## src/rtl/tsu_pkg.sv

```systemverilog
// Shared definitions for the tsu_queue read side: register map, entry layout, reader FSM states.
package tsu_pkg;

    localparam logic [1:0] ADDR_STATUS = 2'd0;
    localparam logic [1:0] ADDR_TS     = 2'd1;
    localparam logic [1:0] ADDR_INFO   = 2'd2;
    localparam logic [1:0] ADDR_COUNT  = 2'd3;

    localparam int TS_W      = 32;
    localparam int SEQID_W   = 16;
    localparam int MSG_W     = 8;
    localparam int ENTRY_W   = TS_W + SEQID_W + MSG_W;
    localparam int TS_LSB    = 0;
    localparam int SEQID_LSB = TS_W;
    localparam int MSG_LSB   = TS_W + SEQID_W;

    typedef enum logic [2:0] {
        ST_GUARD = 3'd0,
        ST_IDLE  = 3'd1,
        ST_POP   = 3'd2,
        ST_WAIT  = 3'd3,
        ST_HOLD  = 3'd4
    } rd_state_e;

endpackage

```

## src/rtl/tsu_queue_reader_regs.sv

```systemverilog
// Host read-only register window over the holding slot: read mux, ack flop and release decode.
module tsu_queue_reader_regs
    import tsu_pkg::*;
(
    input  logic               q_rd_clk,
    input  logic               q_rd_rst_n,
    input  logic               cpu_rd_en,
    input  logic [1:0]         cpu_rd_addr,
    input  logic [ENTRY_W-1:0] hold_data,
    input  logic               hold_valid,
    input  logic [7:0]         q_rd_stat,
    input  logic [31:0]        pop_count,
    input  logic               irq_stat,
    output logic [31:0]        cpu_rd_data,
    output logic               cpu_rd_ack,
    output logic               release_req
);

    logic [31:0] rd_mux;

    // Reading INFO on a live entry hands it back to the reader.
    assign release_req = cpu_rd_en && (cpu_rd_addr == ADDR_INFO) && hold_valid;

    always_comb begin
        rd_mux = '0;
        case (cpu_rd_addr)
            ADDR_STATUS: rd_mux = {16'h0000, q_rd_stat, 6'b000000, irq_stat, hold_valid};
            ADDR_TS:     rd_mux = hold_data[TS_LSB +: TS_W];
            ADDR_INFO:   if (hold_valid) rd_mux = {8'h00, hold_data[ENTRY_W-1:SEQID_LSB]};
            ADDR_COUNT:  rd_mux = pop_count;
            default:     rd_mux = '0;
        endcase
    end

    always_ff @(posedge q_rd_clk or negedge q_rd_rst_n) begin
        if (!q_rd_rst_n) begin
            cpu_rd_ack  <= 1'b0;
            cpu_rd_data <= '0;
        end else begin
            cpu_rd_ack <= cpu_rd_en;
            if (cpu_rd_en) cpu_rd_data <= rd_mux;
        end
    end

endmodule

```

## src/rtl/tsu_queue_reader.sv

```systemverilog
// Drains tsu_queue entries one at a time into a holding slot for the host.
// Optional macro TSU_RD_IRQ_EN adds the irq output (hold_valid delayed one cycle).
//
//   state    | meaning
//   ---------+-----------------------------------------------------------
//   ST_GUARD | let queue status settle after reset/release
//   ST_IDLE  | wait for a non-empty queue
//   ST_POP   | one-cycle q_rd_en strobe
//   ST_WAIT  | count down read latency, capture entry at terminal count
//   ST_HOLD  | entry live for the host until the INFO read releases it
module tsu_queue_reader
    import tsu_pkg::*;
#(
    parameter int RD_LATENCY = 1,
    parameter int STAT_GUARD = 2,
    parameter int CNT_W      = 16
)
(
    input  logic               q_rd_clk,
    input  logic               q_rd_rst_n,
    input  logic [7:0]         q_rd_stat,
    input  logic [ENTRY_W-1:0] q_rd_data,
    output logic               q_rd_en,
    input  logic               cpu_rd_en,
    input  logic [1:0]         cpu_rd_addr,
    output logic [31:0]        cpu_rd_data,
    output logic               cpu_rd_ack
`ifdef TSU_RD_IRQ_EN
    ,
    output logic               irq
`endif
);

    rd_state_e          state, state_nxt;
    logic [7:0]         guard_cnt, guard_nxt;
    logic [1:0]         lat_cnt, lat_nxt;
    logic               capture;
    logic [ENTRY_W-1:0] hold;
    logic               hold_valid;
    logic [CNT_W-1:0]   pop_cnt;
    logic               release_req;
    logic               irq_stat;

    always_comb begin
        state_nxt = state;
        guard_nxt = guard_cnt;
        lat_nxt   = lat_cnt;
        capture   = 1'b0;
        case (state)
            ST_GUARD: begin
                if (guard_cnt <= 8'd1) begin
                    guard_nxt = 8'd0;
                    state_nxt = ST_IDLE;
                end else begin
                    guard_nxt = guard_cnt - 8'd1;
                end
            end
            ST_IDLE: begin
                if (q_rd_stat != 8'd0) state_nxt = ST_POP;
            end
            ST_POP: begin
                lat_nxt   = 2'(RD_LATENCY);
                state_nxt = ST_WAIT;
            end
            ST_WAIT: begin
                if (lat_cnt <= 2'd1) begin
                    lat_nxt   = 2'd0;
                    capture   = 1'b1;
                    state_nxt = ST_HOLD;
                end else begin
                    lat_nxt = lat_cnt - 2'd1;
                end
            end
            ST_HOLD: begin
                if (release_req) begin
                    guard_nxt = 8'(STAT_GUARD);
                    state_nxt = ST_GUARD;
                end
            end
            default: begin
                guard_nxt = 8'(STAT_GUARD);
                state_nxt = ST_GUARD;
            end
        endcase
    end

    assign q_rd_en = (state == ST_POP);

    always_ff @(posedge q_rd_clk or negedge q_rd_rst_n) begin
        if (!q_rd_rst_n) begin
            state      <= ST_GUARD;
            guard_cnt  <= 8'(STAT_GUARD);
            lat_cnt    <= 2'd0;
            hold       <= '0;
            hold_valid <= 1'b0;
            pop_cnt    <= '0;
        end else begin
            state     <= state_nxt;
            guard_cnt <= guard_nxt;
            lat_cnt   <= lat_nxt;
            if (capture) begin
                hold       <= q_rd_data;
                hold_valid <= 1'b1;
                pop_cnt    <= pop_cnt + 1'b1;
            end else if (state == ST_HOLD && release_req) begin
                hold_valid <= 1'b0;
            end
        end
    end

`ifdef TSU_RD_IRQ_EN
    always_ff @(posedge q_rd_clk or negedge q_rd_rst_n) begin
        if (!q_rd_rst_n) irq <= 1'b0;
        else             irq <= hold_valid;
    end
    assign irq_stat = irq;
`else
    assign irq_stat = 1'b0;
`endif

    tsu_queue_reader_regs u_regs (
        .q_rd_clk    (q_rd_clk),
        .q_rd_rst_n  (q_rd_rst_n),
        .cpu_rd_en   (cpu_rd_en),
        .cpu_rd_addr (cpu_rd_addr),
        .hold_data   (hold),
        .hold_valid  (hold_valid),
        .q_rd_stat   (q_rd_stat),
        .pop_count   (32'(pop_cnt)),
        .irq_stat    (irq_stat),
        .cpu_rd_data (cpu_rd_data),
        .cpu_rd_ack  (cpu_rd_ack),
        .release_req (release_req)
    );

endmodule
```

## config.mk

```make
export PLATFORM = sky130hd
export DESIGN_NAME = tsu_queue_reader
export DESIGN_NICKNAME = d
export VERILOG_FILES = /design/src/rtl/tsu_pkg.sv /design/src/rtl/tsu_queue_reader_regs.sv /design/src/rtl/tsu_queue_reader.sv
export SDC_FILE = /design/constraint.sdc
export NUM_CORES = 1
export LEC_CHECK = 0
export ABC_AREA = 1
export CELL_PAD_IN_SITES_DETAIL_PLACEMENT = 1
export CELL_PAD_IN_SITES_GLOBAL_PLACEMENT = 1
export CORE_MARGIN = 1
export CORE_UTILIZATION = 41
export DETAILED_ROUTE_END_ITERATION = 7
export PLACE_DENSITY_LB_ADDON = 0.1
export SLEW_MARGIN = 10
export SYNTH_ARGS = -nofsm -noshare
export SYNTH_HDL_FRONTEND = slang
export SYNTH_SLANG_ARGS = --single-unit
```

## constraint.sdc

```tcl
create_clock -name q_rd_clk -period 2.1 [get_ports q_rd_clk]
set_input_delay 0.63 -clock q_rd_clk [delete_from_list [all_inputs] [get_ports q_rd_clk]]
set_output_delay 0.63 -clock q_rd_clk [all_outputs]
set_load 0.1 [all_outputs]
```

==> reports/metrics.yaml <==
drt-wirelength-per-cell_um: 17.9
core_mm2: 0.0128
wl_um: 17700
slew_violations: 0
synth_area_per_cell_um2: 7.86
die_w_um: 117
hold_violations: 0
drive_gt1_frac: 0.113
die_area_mm2: 0.0137
synth.most_common_cell: "nand2_1"
synth_xor_area_frac: 0.0145
io_buffer_count: 102
synth_cells: 690
synth_top_family_by_area: "simple AND/OR/NAND/NOR gates"
grt.overflow.total: 0
synthFlopType: "dfrtp_1"
n_fill_cell: 1491
drc: 0
grt_usage: 0.281
initial_utilization: 0.424
nets: 878
critPathKind: "flop to output port"
synthDistinctLibCells: 27
cts_sinks: 119
clkTransAtPathRegs_ns: 0.06
rsz0062_at_grt: "no"
final_area_mm2: 0.00767
antennaDiodeCount: 0
cts_buffer_depth: 2
status: "complete, no violations"
synth_top_cell_area_share: 0.545
synth_compound_area_frac: 0.0455
setup_viol: 0
drtIter0Drc: 235
syn-num-nets: 762
drv_cap: 0
cts_max_level: 4
min_period_ns: 2.05
place_hpwl_um: 12300
synth_simple_gate_area_frac: 0.335
place_congestion: 0.873
ys_warn_count: 0
synth.largest_area_cell: "dfrtp_1"
synthMuxAreaShare: 0
syn_to_final_growth_pct: 41.5
drtAntennaViolNets: 0
p_leak_nw: 3.77
numCtsBuffers: 17
cts_tree: "done"
synth.top_cells.by_count: "nand2_1 (357), dfrtp_1 (118), inv_1 (39)"
dr.pass1.iters: 4
hold_path_class: "primary input to async pin"
placed_cell_area_mm2: 0.00706
synth_edf_count: 0
arrival_ns: 1.42
timing.hold.ws_ns: 0.0795
cts_root_buf: "clkbuf_16"
maxSlewHeadroom: 0.633
yosys.area_share.adder: 0.00692
ios: 103
synth-seq-area-share: 0.550
grt_pass1_vias: 5561
fmax_mhz: 488
period_share: 0.976
grt_first_pass_wirelength_um: 28500
num_vias: 5100
antenna_found_initial: 0
ys_async_sr_fraction: 1.00
ir_worst_vdd_uv: 700
p_per_area_mw_per_mm2: 1410
synth-seq-cells: 119
synth_area_mm2: 0.00542
synth_area_leaders: "dfrtp_1 (54%), nand2_1 (25%), nand3_1 (3.2%)"
clk_latency_ns: 0.42
fin_skew_ns: 0.00978
crit_fanout: 4
end_kind: "output port"
cp_data_required_time_ns: 1.47
via_per_inst: 5.16
num_rows: 41
fp.dieH_um: 117
grt_max_degree: 50
tightest_slew_ns: 0.548
critPathLaunchType: "flop"
[metrics by stage]
stage	cells	setup slack [ns]	TNS (ns)	utilization	power, mW
2_1_floorplan	690	0.294	0	-	6.11
3_3_place_gp	959	-0.0157	-0.122	0.553	7.52
3_5_place_dp	959	-0.200	-1.60	0.553	7.75
4_1_cts	989	0.0476	0	0.601	10.9
5_1_grt	989	0.0144	0	0.601	11.4
6_report	989	0.0505	0	0.601	10.9
[metal layers]
layer  vias up  global-route usage  routed length (µm)
met3        24              0.0700                 846
met4         0              0.0810                 262
li1       2391                   -                   -
met5         -                   0                   0
met2       136               0.480                9040
met1      2549               0.354                7530
[path summary, 6_finish.rpt]
check,startpoint,to,slack [ns],cells after the start
min in group q_rd_clk,hold[52]$_DFFE_PN0P_,hold[52]$_DFFE_PN0P_,0.47,2
setup reg to reg,hold_valid$_DFFE_PN0P_,guard_cnt[4]$_DFFE_PN0P_,0.34,5
setup / recovery,state[0]$_DFFE_PN0P_,q_rd_en,0.05,4
max in group asynchronous,q_rd_rst_n,guard_cnt[1]$_DFFE_PN1P_,1.42,2
hold / removal,q_rd_rst_n,pop_cnt[4]$_DFFE_PN0P_,0.08,1
hold reg to reg,hold[52]$_DFFE_PN0P_,hold[52]$_DFFE_PN0P_,0.47,2
[critical path, cell delays in order (launching register included)]
cell and delay [ns]:
dfrtp_1 0.39, inv_1 0.13, nand3_2 0.15, inv_1 0.14, buf_12 0.18
[registers in the layout, indices dropped and copies added, names as in the netlist]
name,cells
guard_cnt,8
hold,56
hold_valid,1
lat_cnt,2
pop_cnt,16
state,3
u_regs.cpu_rd_ack,1
u_regs.cpu_rd_data,32
[cells by family (layout without fill, tap and decap cells)]
logic type	after synthesis	after routing
and+or+nand+nor	451	451
DFF	119	119
AOI/OAI and AO/OA	44	44
buffers and inverters	64	191
adders and majority gates	3	3
xor gates and xnor gates	9	9
[layout make-up]
| class | count | area (µm²) | area share |
|---|---|---|---|
| flip-flops and latches | 119 | 2980 | 0.388 |
| inverters | 41 | 154 | 0.0201 |
| repair buffers | 120 | 1530 | 0.200 |
| clock buffers | 20 | 457 | 0.0595 |
| clock inverters | 10 | 153 | 0.0199 |
| well taps | 172 | 215 | 0.0280 |
| multi-input cells | 507 | 2180 | 0.285 |
[report_power, final]
part	total, mW	leakage (nW)	switching, mW	internal (mW)
Sequential	3.85	1.50	0.699	3.15
Combinational	3.93	1.98	2.58	1.36
Clock	3.07	0.301	1.05	2.02
[repair_timing]
action                     4_1_cts  5_1_grt
resized for setup                1        0
buffers inserted                 0        0
hold buffers                     0        0
setup endpoints to repair        1        0
[cell usage in the layout (no fill, tap or decap), types with 3 or more instances in the layout]
master	count
nand2_1	357
dfrtp_1	118
clkdlybuf4s50_1	67
inv_1	39
buf_12	37
nand3_1	34
nor2_1	33
o21ai_0	29
clkbuf_16	17
buf_4	16
nand4_1	15
xor2_1	7
a21oi_1	6
o211ai_1	6
clkinv_2	5
bufinv_16	4
nand3b_1	3
ha_1	3
Power figures use the tool's default switching activity.
